### src/rtl/seg_pkg.sv
// Shared definitions for the seven-segment display stages.
package seg_pkg;

    // All segments off (active-low).
    localparam logic [6:0] SEG_OFF = 7'b1111111;

    // Active-low hex glyphs, bit6 = a ... bit0 = g.
    localparam logic [6:0] HEX7 [16] = '{
        7'b0000001, 7'b1001111, 7'b0010010, 7'b0000110,
        7'b1001100, 7'b0100100, 7'b0100000, 7'b0001111,
        7'b0000000, 7'b0000100, 7'b0001000, 7'b1100000,
        7'b0110001, 7'b1000010, 7'b0110000, 7'b0111000
    };

    typedef enum logic [1:0] {
        IDLE,
        BLANK,
        SHOW
    } state_e;

endpackage

### src/rtl/hex7_dec.sv
// Nibble to active-low seven-segment glyph.
module hex7_dec
    import seg_pkg::*;
(
    input  logic [3:0] nib,
    output logic [6:0] seg
);

    // Pure table lookup.
    always_comb begin
        seg = HEX7[nib];
    end

endmodule

### src/rtl/lfsr_seg_scan.sv
// Byte history display: keeps the last DEPTH accepted bytes and scans them
// as hex digits over 2*DEPTH multiplexed digits, with one dark cycle per slot.
module lfsr_seg_scan
    import seg_pkg::*;
#(
    parameter int unsigned DIV_W = 16,
    parameter int unsigned DEPTH = 4
) (
    input  logic                 clk,
    input  logic                 ret,
    input  logic                 in_valid,
    input  logic [7:0]           in_data,
    output logic                 in_ready,
    input  logic                 hold,
    output logic [6:0]           seg,
    output logic [2*DEPTH-1:0]   an,
    output logic                 dp
);

    localparam int unsigned NDIG  = 2 * DEPTH;
    localparam int unsigned IDX_W = (NDIG > 1) ? $clog2(NDIG) : 1;
    localparam int unsigned CNT_W = $clog2(DEPTH + 1);

    state_e             state_q, state_d;
    logic [DIV_W-1:0]   pre_q, pre_d;
    logic [IDX_W-1:0]   idx_q, idx_d;
    logic [CNT_W-1:0]   cnt_q, cnt_d;
    logic [7:0]         hist_q [DEPTH];
    logic [7:0]         hist_d [DEPTH];
    logic [6:0]         seg_d;
    logic [NDIG-1:0]    an_d;
    logic               dp_d;

    logic               accept;
    logic [3:0]         nib_arr [NDIG];
    logic [3:0]         cur_nib;
    logic [6:0]         cur_glyph;
    logic               digit_ok;

    assign in_ready = ret & ~hold;
    assign accept   = in_valid & in_ready;

    // History shift and fill count; oldest byte falls off the end.
    always_comb begin
        hist_d = hist_q;
        cnt_d  = cnt_q;
        if (accept) begin
            hist_d[0] = in_data;
            for (int i = 1; i < DEPTH; i++) begin
                hist_d[i] = hist_q[i-1];
            end
            if (cnt_q != CNT_W'(DEPTH)) begin
                cnt_d = cnt_q + CNT_W'(1);
            end
        end
    end

    // Scan FSM: BLANK is the pre == 0 cycle of every slot.
    always_comb begin
        state_d = state_q;
        pre_d   = pre_q;
        idx_d   = idx_q;
        unique case (state_q)
            IDLE: begin
                pre_d = '0;
                idx_d = '0;
                if (accept) begin
                    state_d = BLANK;
                end
            end
            BLANK: begin
                pre_d   = pre_q + DIV_W'(1);
                state_d = SHOW;
            end
            SHOW: begin
                pre_d = pre_q + DIV_W'(1);
                if (pre_d == '0) begin
                    state_d = BLANK;
                    idx_d   = (idx_q == IDX_W'(NDIG - 1)) ? '0 : idx_q + IDX_W'(1);
                end
            end
            default: state_d = IDLE;
        endcase
    end

    // Digits in scan order: even digit = low nibble, odd digit = high nibble.
    always_comb begin
        for (int i = 0; i < DEPTH; i++) begin
            nib_arr[2*i]   = hist_d[i][3:0];
            nib_arr[2*i+1] = hist_d[i][7:4];
        end
    end

    assign cur_nib  = nib_arr[idx_d];
    assign digit_ok = (int'(idx_d) / 2) < int'(cnt_d);

    hex7_dec u_hex7_dec (
        .nib (cur_nib),
        .seg (cur_glyph)
    );

    // Output values computed from next state so the flops track state in-cycle.
    always_comb begin
        seg_d = SEG_OFF;
        an_d  = '1;
        dp_d  = 1'b1;
        if (state_d == SHOW) begin
            seg_d = cur_glyph;
            if (digit_ok) begin
                an_d = ~({{(NDIG-1){1'b0}}, 1'b1} << idx_d);
            end
            dp_d = ~((idx_d == '0) & hold);
        end
    end

    // State, history and output registers with synchronous reset.
    always_ff @(posedge clk) begin
        if (!ret) begin
            state_q <= IDLE;
            pre_q   <= '0;
            idx_q   <= '0;
            cnt_q   <= '0;
            for (int i = 0; i < DEPTH; i++) begin
                hist_q[i] <= '0;
            end
            seg     <= SEG_OFF;
            an      <= '1;
            dp      <= 1'b1;
        end else begin
            state_q <= state_d;
            pre_q   <= pre_d;
            idx_q   <= idx_d;
            cnt_q   <= cnt_d;
            hist_q  <= hist_d;
            seg     <= seg_d;
            an      <= an_d;
            dp      <= dp_d;
        end
    end

endmodule

### config.mk
export PLATFORM = sky130hd
export DESIGN_NAME = lfsr_seg_scan
export DESIGN_NICKNAME = d
export VERILOG_FILES = /design/src/rtl/seg_pkg.sv /design/src/rtl/hex7_dec.sv /design/src/rtl/lfsr_seg_scan.sv
export SDC_FILE = /design/constraint.sdc
export NUM_CORES = 1
export LEC_CHECK = 0
export CORE_UTILIZATION = 42
export CTS_BUF_LIST = sky130_fd_sc_hd__clkbuf_8
export CTS_CLUSTER_DIAMETER = 150
export DETAILED_ROUTE_END_ITERATION = 10
export PLACE_DENSITY = 0.65
export RECOVER_POWER = 50
export SLEW_MARGIN = 15
export SYNTH_ARGS = -nofsm -noshare
export SYNTH_HDL_FRONTEND = slang
export SYNTH_HIERARCHICAL = 1
export SYNTH_SLANG_ARGS = --single-unit
### constraint.sdc
create_clock -name clk -period 4.7 [get_ports clk]
set_clock_uncertainty 0.1 [all_clocks]
set_input_delay 0.705 -clock clk [delete_from_list [all_inputs] [get_ports clk]]
set_output_delay 0.705 -clock clk [all_outputs]
set_load 0.02 [all_outputs]
* After elaboration in Yosys (flattened, before gate mapping)
Memories as Yosys holds them, arrays and structs flattened. A register that Yosys moved wholly into a read port is not among the register bits.
Index checks and enable logic that the tools add are counted.
** Word-level totals
- Bits in registers :: 65
- Memory bits (read-only) :: 112
- Input bits :: 12
- Output and inout bits :: 17
- Word-level logic and storage cells :: 51
- Memories :: 1
** Memories
- (no name shown) :: words 16, bits a word 7, rd ports 1, clocked after memory_dff 1, write ports 0, RTL line hex7_dec.sv:11 : seg = HEX7[nib];
** Cells by class
- $add $sub $neg :: 3
- Magnitude comparators :: 2
- Equality and inequality tests :: 5
- Shift-type cells :: 1
- Mux-type cells :: 13
- Bitwise operators :: 8
- Reduce and logical (&&, ||, !) cells :: 8
** Operators by type and width (count)
- $mux W32 :: 1
- $pmux W16 S2 :: 1
- $add A16 B1 Y16 const B :: 1
- $logic_not A16 Y1 :: 1
- $bmux W4 S3 :: 1
- $mux W3 :: 4
- $mux W4 :: 2
- $not A8 Y8 :: 1
- $shl A1 B3 Y8 const A :: 1
- $add A3 B1 Y3 const B :: 2
- $pmux W2 S3 :: 1
- $pmux W3 S2 :: 1
- $not A4 Y5 :: 1
- $eq A2 B2 Y1 const B :: 2
- $ge A4 B4 Y1 const B :: 1
- $mux W2 :: 2
- $not A3 Y4 :: 1
- $and A1 B1 Y1 :: 3
- $eq A3 B3 Y1 const B :: 1
- $logic_not A3 Y1 :: 1
- $lt A2 B3 Y1 :: 1
- $ne A3 B3 Y1 const B :: 1
- $reduce_and A3 Y1 :: 1
- $eq A2 B1 Y1 const B :: 1
- other kinds (6) :: 7

* Depth between registers and ports, before layout
- Depth after elaboration :: 9
- Depth in mapped cells :: 18

* Modules after synthesis
The synthesis kept the hierarchy.
** By module, submodules not included
- lfsr_seg_scan :: instances 1, cells each 476, area an instance 3908.7 um^2, seq. area each 1441.4 um^2
- hex7_dec :: instances 1, cells each 35, area an instance 247.7 um^2, seq. area each 0.0 um^2

* Least setup slack after synthesis
OpenSTA, ideal clock, no wires.
- Path type :: reg2reg
- From :: register pre_q[0]
- To :: register seg[3]
- Library setup time :: 134 ps
- Data arrival time :: 3726 ps
- Slack :: 739 ps
- Stages on the path, launching flop included :: 19
- Path buffers :: 2
- Path through :: dfxtp_1 > ha_1 > and3_1 > nand3_1 > mux2i_1 > a2111oi_4 > nand2_2 > mux2_4 > buf_6 > buf_2 > mux2i_1 > a221oi_1 > mux2_2 > inv_1 > ha_1 > or2_2 > a21oi_1 > a31oi_1 > nand2b_1
** Between the ends
- Word-level cells in the longest chain between the ends :: 9
- Elaborated cells on any way between the ends :: 14
** RTL lines
- from (decl) :: RTL line lfsr_seg_scan.sv:25 : logic [DIV_W-1:0] pre_q, pre_d;
- from (signal assigned) :: RTL line lfsr_seg_scan.sv:131 : pre_q <= pre_d;
- $add A16 B1 Y16 :: RTL line lfsr_seg_scan.sv:76 : pre_d = pre_q + DIV_W'(1);
- $logic_not A16 Y1 :: RTL line lfsr_seg_scan.sv:77 : if (pre_d == '0) begin
- $mux W3 :: RTL line lfsr_seg_scan.sv:77
- $pmux W3 S2 :: RTL line lfsr_seg_scan.sv:63 : unique case (state_q)
- $not A3 Y4 (implied by the code) :: RTL line lfsr_seg_scan.sv:94 : assign cur_nib = nib_arr[idx_d];
- $bmux W4 S3 :: RTL line lfsr_seg_scan.sv:94
- $mux W4 (implied by the code) (2 in a row) :: RTL line lfsr_seg_scan.sv:94
- named net cur_nib[1] :: RTL line lfsr_seg_scan.sv:36 : logic [3:0] cur_nib;
- $not A4 Y5 (implied by the code) :: RTL line hex7_dec.sv:11
- to (decl) :: RTL line lfsr_seg_scan.sv:15 : output logic [6:0] seg,
The timed path passes the listed nets, and every way through them passes these cells. The select of a mux whose other input is x is not followed.
A chain may end at the register's enable or synchronous reset.

* Worst setup path after layout
Ends and elaborated chain as after synthesis.

==> impl_metrics.prom <==
# TYPE chip_impl_metric gauge
chip_impl_metric{name="max-cap-violations",unit=""} 1
chip_impl_metric{name="first_global_vias",unit=""} 3302
chip_impl_metric{name="detail_route.first_pass.iterations",unit=""} 4
chip_impl_metric{name="max_freq",unit="GHz"} 0.229
chip_impl_metric{name="layout-drive-gt1-share",unit="%"} 7.60
chip_impl_metric{name="cp_data_required_time",unit="ps"} 4830
chip_impl_metric{name="cts-hold-fix-buffers",unit=""} 0
chip_impl_metric{name="finalHoldViolCount",unit=""} 0
chip_impl_metric{name="critical_path.max_stage_delay",unit="ps"} 480
chip_impl_metric{name="netlist-cell-type-count",unit=""} 62
chip_impl_metric{name="ys_ff_latch",unit=""} 72
chip_impl_metric{name="synth_enable_flop_cells",unit=""} 0
chip_impl_metric{name="cts_max_level",unit=""} 3
chip_impl_metric{name="grt_antenna_before_repair",unit=""} 0
chip_impl_metric{name="finalSetupViolCount",unit=""} 0
chip_impl_info{name="yosys.area.top_type",value="dfxtp_1"} 1
chip_impl_metric{name="number_of_rows_in_the_core_area",unit=""} 35
chip_impl_metric{name="vias",unit=""} 3514
chip_impl_metric{name="post_layout_nonfiller_instances",unit=""} 655
chip_impl_metric{name="floorplan.die.height",unit="µm"} 101
chip_impl_metric{name="syn_area_per_cell",unit="µm²"} 8.13
chip_impl_metric{name="slew_viol_final",unit=""} 56
chip_impl_metric{name="boundaryPins",unit=""} 29
chip_impl_metric{name="seq_area_frac_synth",unit="%"} 34.7
chip_impl_info{name="criticalPathCategory",value="register to register"} 1
chip_impl_info{name="cts_root_buffer",value="clkbuf_8"} 1
chip_impl_info{name="critical-path-slowest-cell",value="dfxtp_1"} 1
chip_impl_metric{name="largest_net_degree_at_the_start_of_global_routing",unit=""} 56
chip_impl_metric{name="area.growth.synth_to_final",unit="%"} 12.0
chip_impl_info{name="path_cells",value="ha_2 > and3_1 > nand3_1 > mux2i_1 > a2111oi_4 > nand2_2 > mux2_4 > a2111oi_0 > a221oi_1 > mux2_2 > ha_1 > or2_2 > a21oi_1 > a31oi_1 > nand2b_1"} 1
chip_impl_info{name="rsz0062_at_grt",value="false"} 1
chip_impl_metric{name="grt_overflow",unit=""} 0
chip_impl_metric{name="floorplan.die_area",unit="µm²"} 10300
chip_impl_metric{name="drcViolationCount",unit=""} 0
chip_impl_metric{name="tritoncts.num_buffers",unit=""} 9
chip_impl_metric{name="num-fill-cells",unit=""} 903
chip_impl_metric{name="path_max_fanout",unit=""} 28
chip_impl_metric{name="finalSetupTns",unit="ps"} 0
chip_impl_info{name="violations",value="capacitance limit, slew limit"} 1
chip_impl_metric{name="synth.cell_area",unit="µm²"} 4160
chip_impl_metric{name="gpl.final_weighted_congestion",unit=""} 0.825
chip_impl_metric{name="cts-resized-gates",unit=""} 0
chip_impl_metric{name="final_antenna_net_count",unit=""} 0
chip_impl_metric{name="postRouteWirelength",unit="µm"} 8900
chip_impl_metric{name="globalRouteTotalUtil",unit="%"} 19.0
chip_impl_info{name="timing.critical_path.max_delay_family",value="compound AO/OA/AOI/OAI gates"} 1
chip_impl_metric{name="diodes",unit=""} 0
chip_impl_metric{name="worst_ir_drop_vdd",unit="V"} 0.000128
chip_impl_metric{name="core_region_area",unit="µm²"} 9420
chip_impl_metric{name="fin_crit",unit="ps"} 4370
chip_impl_metric{name="place.detailed.hpwl",unit="µm"} 6230
chip_impl_info{name="end_kind",value="register"} 1
chip_impl_metric{name="drt_first_iter_violations",unit=""} 202
chip_impl_info{name="cts_tree",value="built"} 1
chip_impl_metric{name="clk_latency",unit="ps"} 350
chip_impl_metric{name="yosysWarnings",unit=""} 6
chip_impl_metric{name="path_clk_slew",unit="ps"} 90
chip_impl_metric{name="worst-path-buf-inv",unit=""} 0
chip_impl_metric{name="timing.slew.headroom",unit="%"} -31.5
chip_impl_metric{name="fp.dieW",unit="µm"} 101
chip_impl_metric{name="syn_nets",unit=""} 541
chip_impl_metric{name="clock_path_buffers",unit=""} 2
chip_impl_metric{name="grt_first_pass_wirelength",unit="µm"} 15700
chip_impl_info{name="worst_setup_sp_type",value="register"} 1
chip_impl_metric{name="numPlacedInstances",unit=""} 639
chip_impl_info{name="hold_class",value="register to register"} 1
chip_impl_metric{name="yosysTopAreaCellShare",unit="%"} 34.7
chip_impl_info{name="synthFlopType",value="dfxtp_1"} 1
chip_impl_metric{name="worst_pin_slew",unit="ps"} 1970
chip_impl_metric{name="cp_data_arrival_time",unit="ps"} 4500
chip_impl_metric{name="num-nets-final",unit=""} 551
chip_impl_metric{name="initial_utilization",unit="%"} 44.1
chip_impl_metric{name="post-cts-setup-buffer-count",unit=""} 0
chip_impl_metric{name="buffer_ports.inserted",unit=""} 28
chip_impl_metric{name="routedWlPerCell",unit="µm"} 13.6
chip_impl_metric{name="finalHoldWorstSlack",unit="ps"} 371
chip_impl_metric{name="clock-sinks",unit=""} 72
chip_impl_info{name="outcome",value="complete, but fails checks"} 1
chip_impl_metric{name="viasPerCell",unit=""} 5.36
chip_impl_metric{name="ys_async_sr_fraction",unit="%"} 0
chip_impl_metric{name="power_leakage",unit="µW"} 0.00163
chip_impl_metric{name="syn_inst",unit=""} 511
chip_impl_metric{name="timing.final.crit_share",unit="%"} 93.0
chip_impl_info{name="post_synth_main_area_contributors",value="dfxtp_1 35%, nand2_1 9.2%, a21boi_0 6.7%"} 1
chip_impl_metric{name="power.density_cell_area",unit="nW/µm²"} 262
[final timing paths]
kind                     endpoint  cells past startpoint                   from  slack (ps)
min          hist_q[3]$_SDFF_PN0_                      2   hist_q[3]$_SDFF_PN0_         370
max reg2reg     seg[3]$_SDFF_PN1_                     15  pre_q[0]$_SDFFE_PN0P_         330
min reg2reg  hist_q[3]$_SDFF_PN0_                      2   hist_q[3]$_SDFF_PN0_         370
max             seg[3]$_SDFF_PN1_                     15  pre_q[0]$_SDFFE_PN0P_         330
[kinds of logic after synthesis]
kind of cell,synth area share (%)
fa+ha+maj,5.42
compound gates,22.2
mux,5.60
xor+xnor,1.05
buf+inv,5.39
simple gates,25.6
flops,34.7
[final cells by class]
class / instances / area, µm² / area share, %
clock buffer: 9 / 124 / 2.66
clock inverter: 7 / 61.3 / 1.32
inverter: 17 / 63.8 / 1.37
multi-input combinational: 389 / 2490 / 53.6
sequential: 72 / 1440 / 31.0
tap: 129 / 161 / 3.47
timing repair buffer: 32 / 307 / 6.59
[per-stage QoR]
step	instance area, µm²	setup slack (ps)	power (µW)	utilization (%)
floorplan	4160	739	728	-
global placement	4470	491	765	47.5
detailed placement	4470	347	766	47.5
CTS	4650	320	1230	49.4
global route	4650	3.17	1280	49.4
finish	4650	328	1220	49.4
[power by group]
group / switching, µW / internal (µW) / total, µW
Clock: 267 / 202 / 468
Combinational: 71.8 / 55.6 / 127
Sequential: 6.04 / 618 / 624
Total: 345 / 875 / 1220
[cells in the mapped netlist, types with 7 or more instances]
cell / instances
a221oi_1: 9
and2_1: 7
ha_1: 18
nand3_1: 12
a21boi_0: 37
a21o_1: 8
dfxtp_1: 72
nand2_1: 102
nor2b_1: 15
nor3_1: 13
inv_1: 15
and4_1: 7
nand2b_1: 10
a21oi_1: 24
nor2_1: 26
clkbuf_1: 19
buf_2: 7
o21ai_0: 13
mux2i_1: 15
[state kept, by name, indices dropped and copies added (netlist names)]
name / cells
hist_q: 32
pre_q: 16
an: 8
seg: 7
cnt_q: 3
idx_q: 3
state_q: 2
dp: 1
[metal layers]
layer,vias to the layer above,global-route usage (%),share of wire (%)
met1,1648,26.8,52
met3,11,3.04,2.6
li1,1811,-,-
met2,44,29.4,44
met4,0,6.47,1.2
met5,-,0,0
[placed cells by master (no fill, tap or decap), drive strengths merged, types with 8 or more instances in the layout]
| master | synthesis | final |
|---|---|---|
| nand2 | 103 | 103 |
| nand3 | 14 | 14 |
| dlygate4sd3 | 0 | 17 |
| nor2b | 15 | 15 |
| a2111oi | 8 | 8 |
| nand2b | 10 | 10 |
| a21oi | 24 | 24 |
| dfxtp | 72 | 72 |
| o21ai | 16 | 16 |
| a21boi | 38 | 38 |
| a221oi | 10 | 10 |
| a21o | 8 | 8 |
| inv | 17 | 21 |
| ha | 18 | 18 |
| mux2i | 15 | 15 |
| nor2 | 26 | 26 |
| nor3 | 14 | 14 |
| clkdlybuf4s50 | 0 | 11 |
| clkbuf | 20 | 10 |
[worst register-to-register path: stages (launching register included)]
cell       delay, ps
dfxtp_1          480
ha_2             290
and3_1           240
nand3_1          160
mux2i_1          200
a2111oi_4        440
nand2_2          120
mux2_4           460
a2111oi_0        450
a221oi_1         100
mux2_2           360
ha_1             220
or2_2            280
a21oi_1          160
a31oi_1           50
nand2b_1         140
Note: power is estimated with default switching activity, not from simulation.
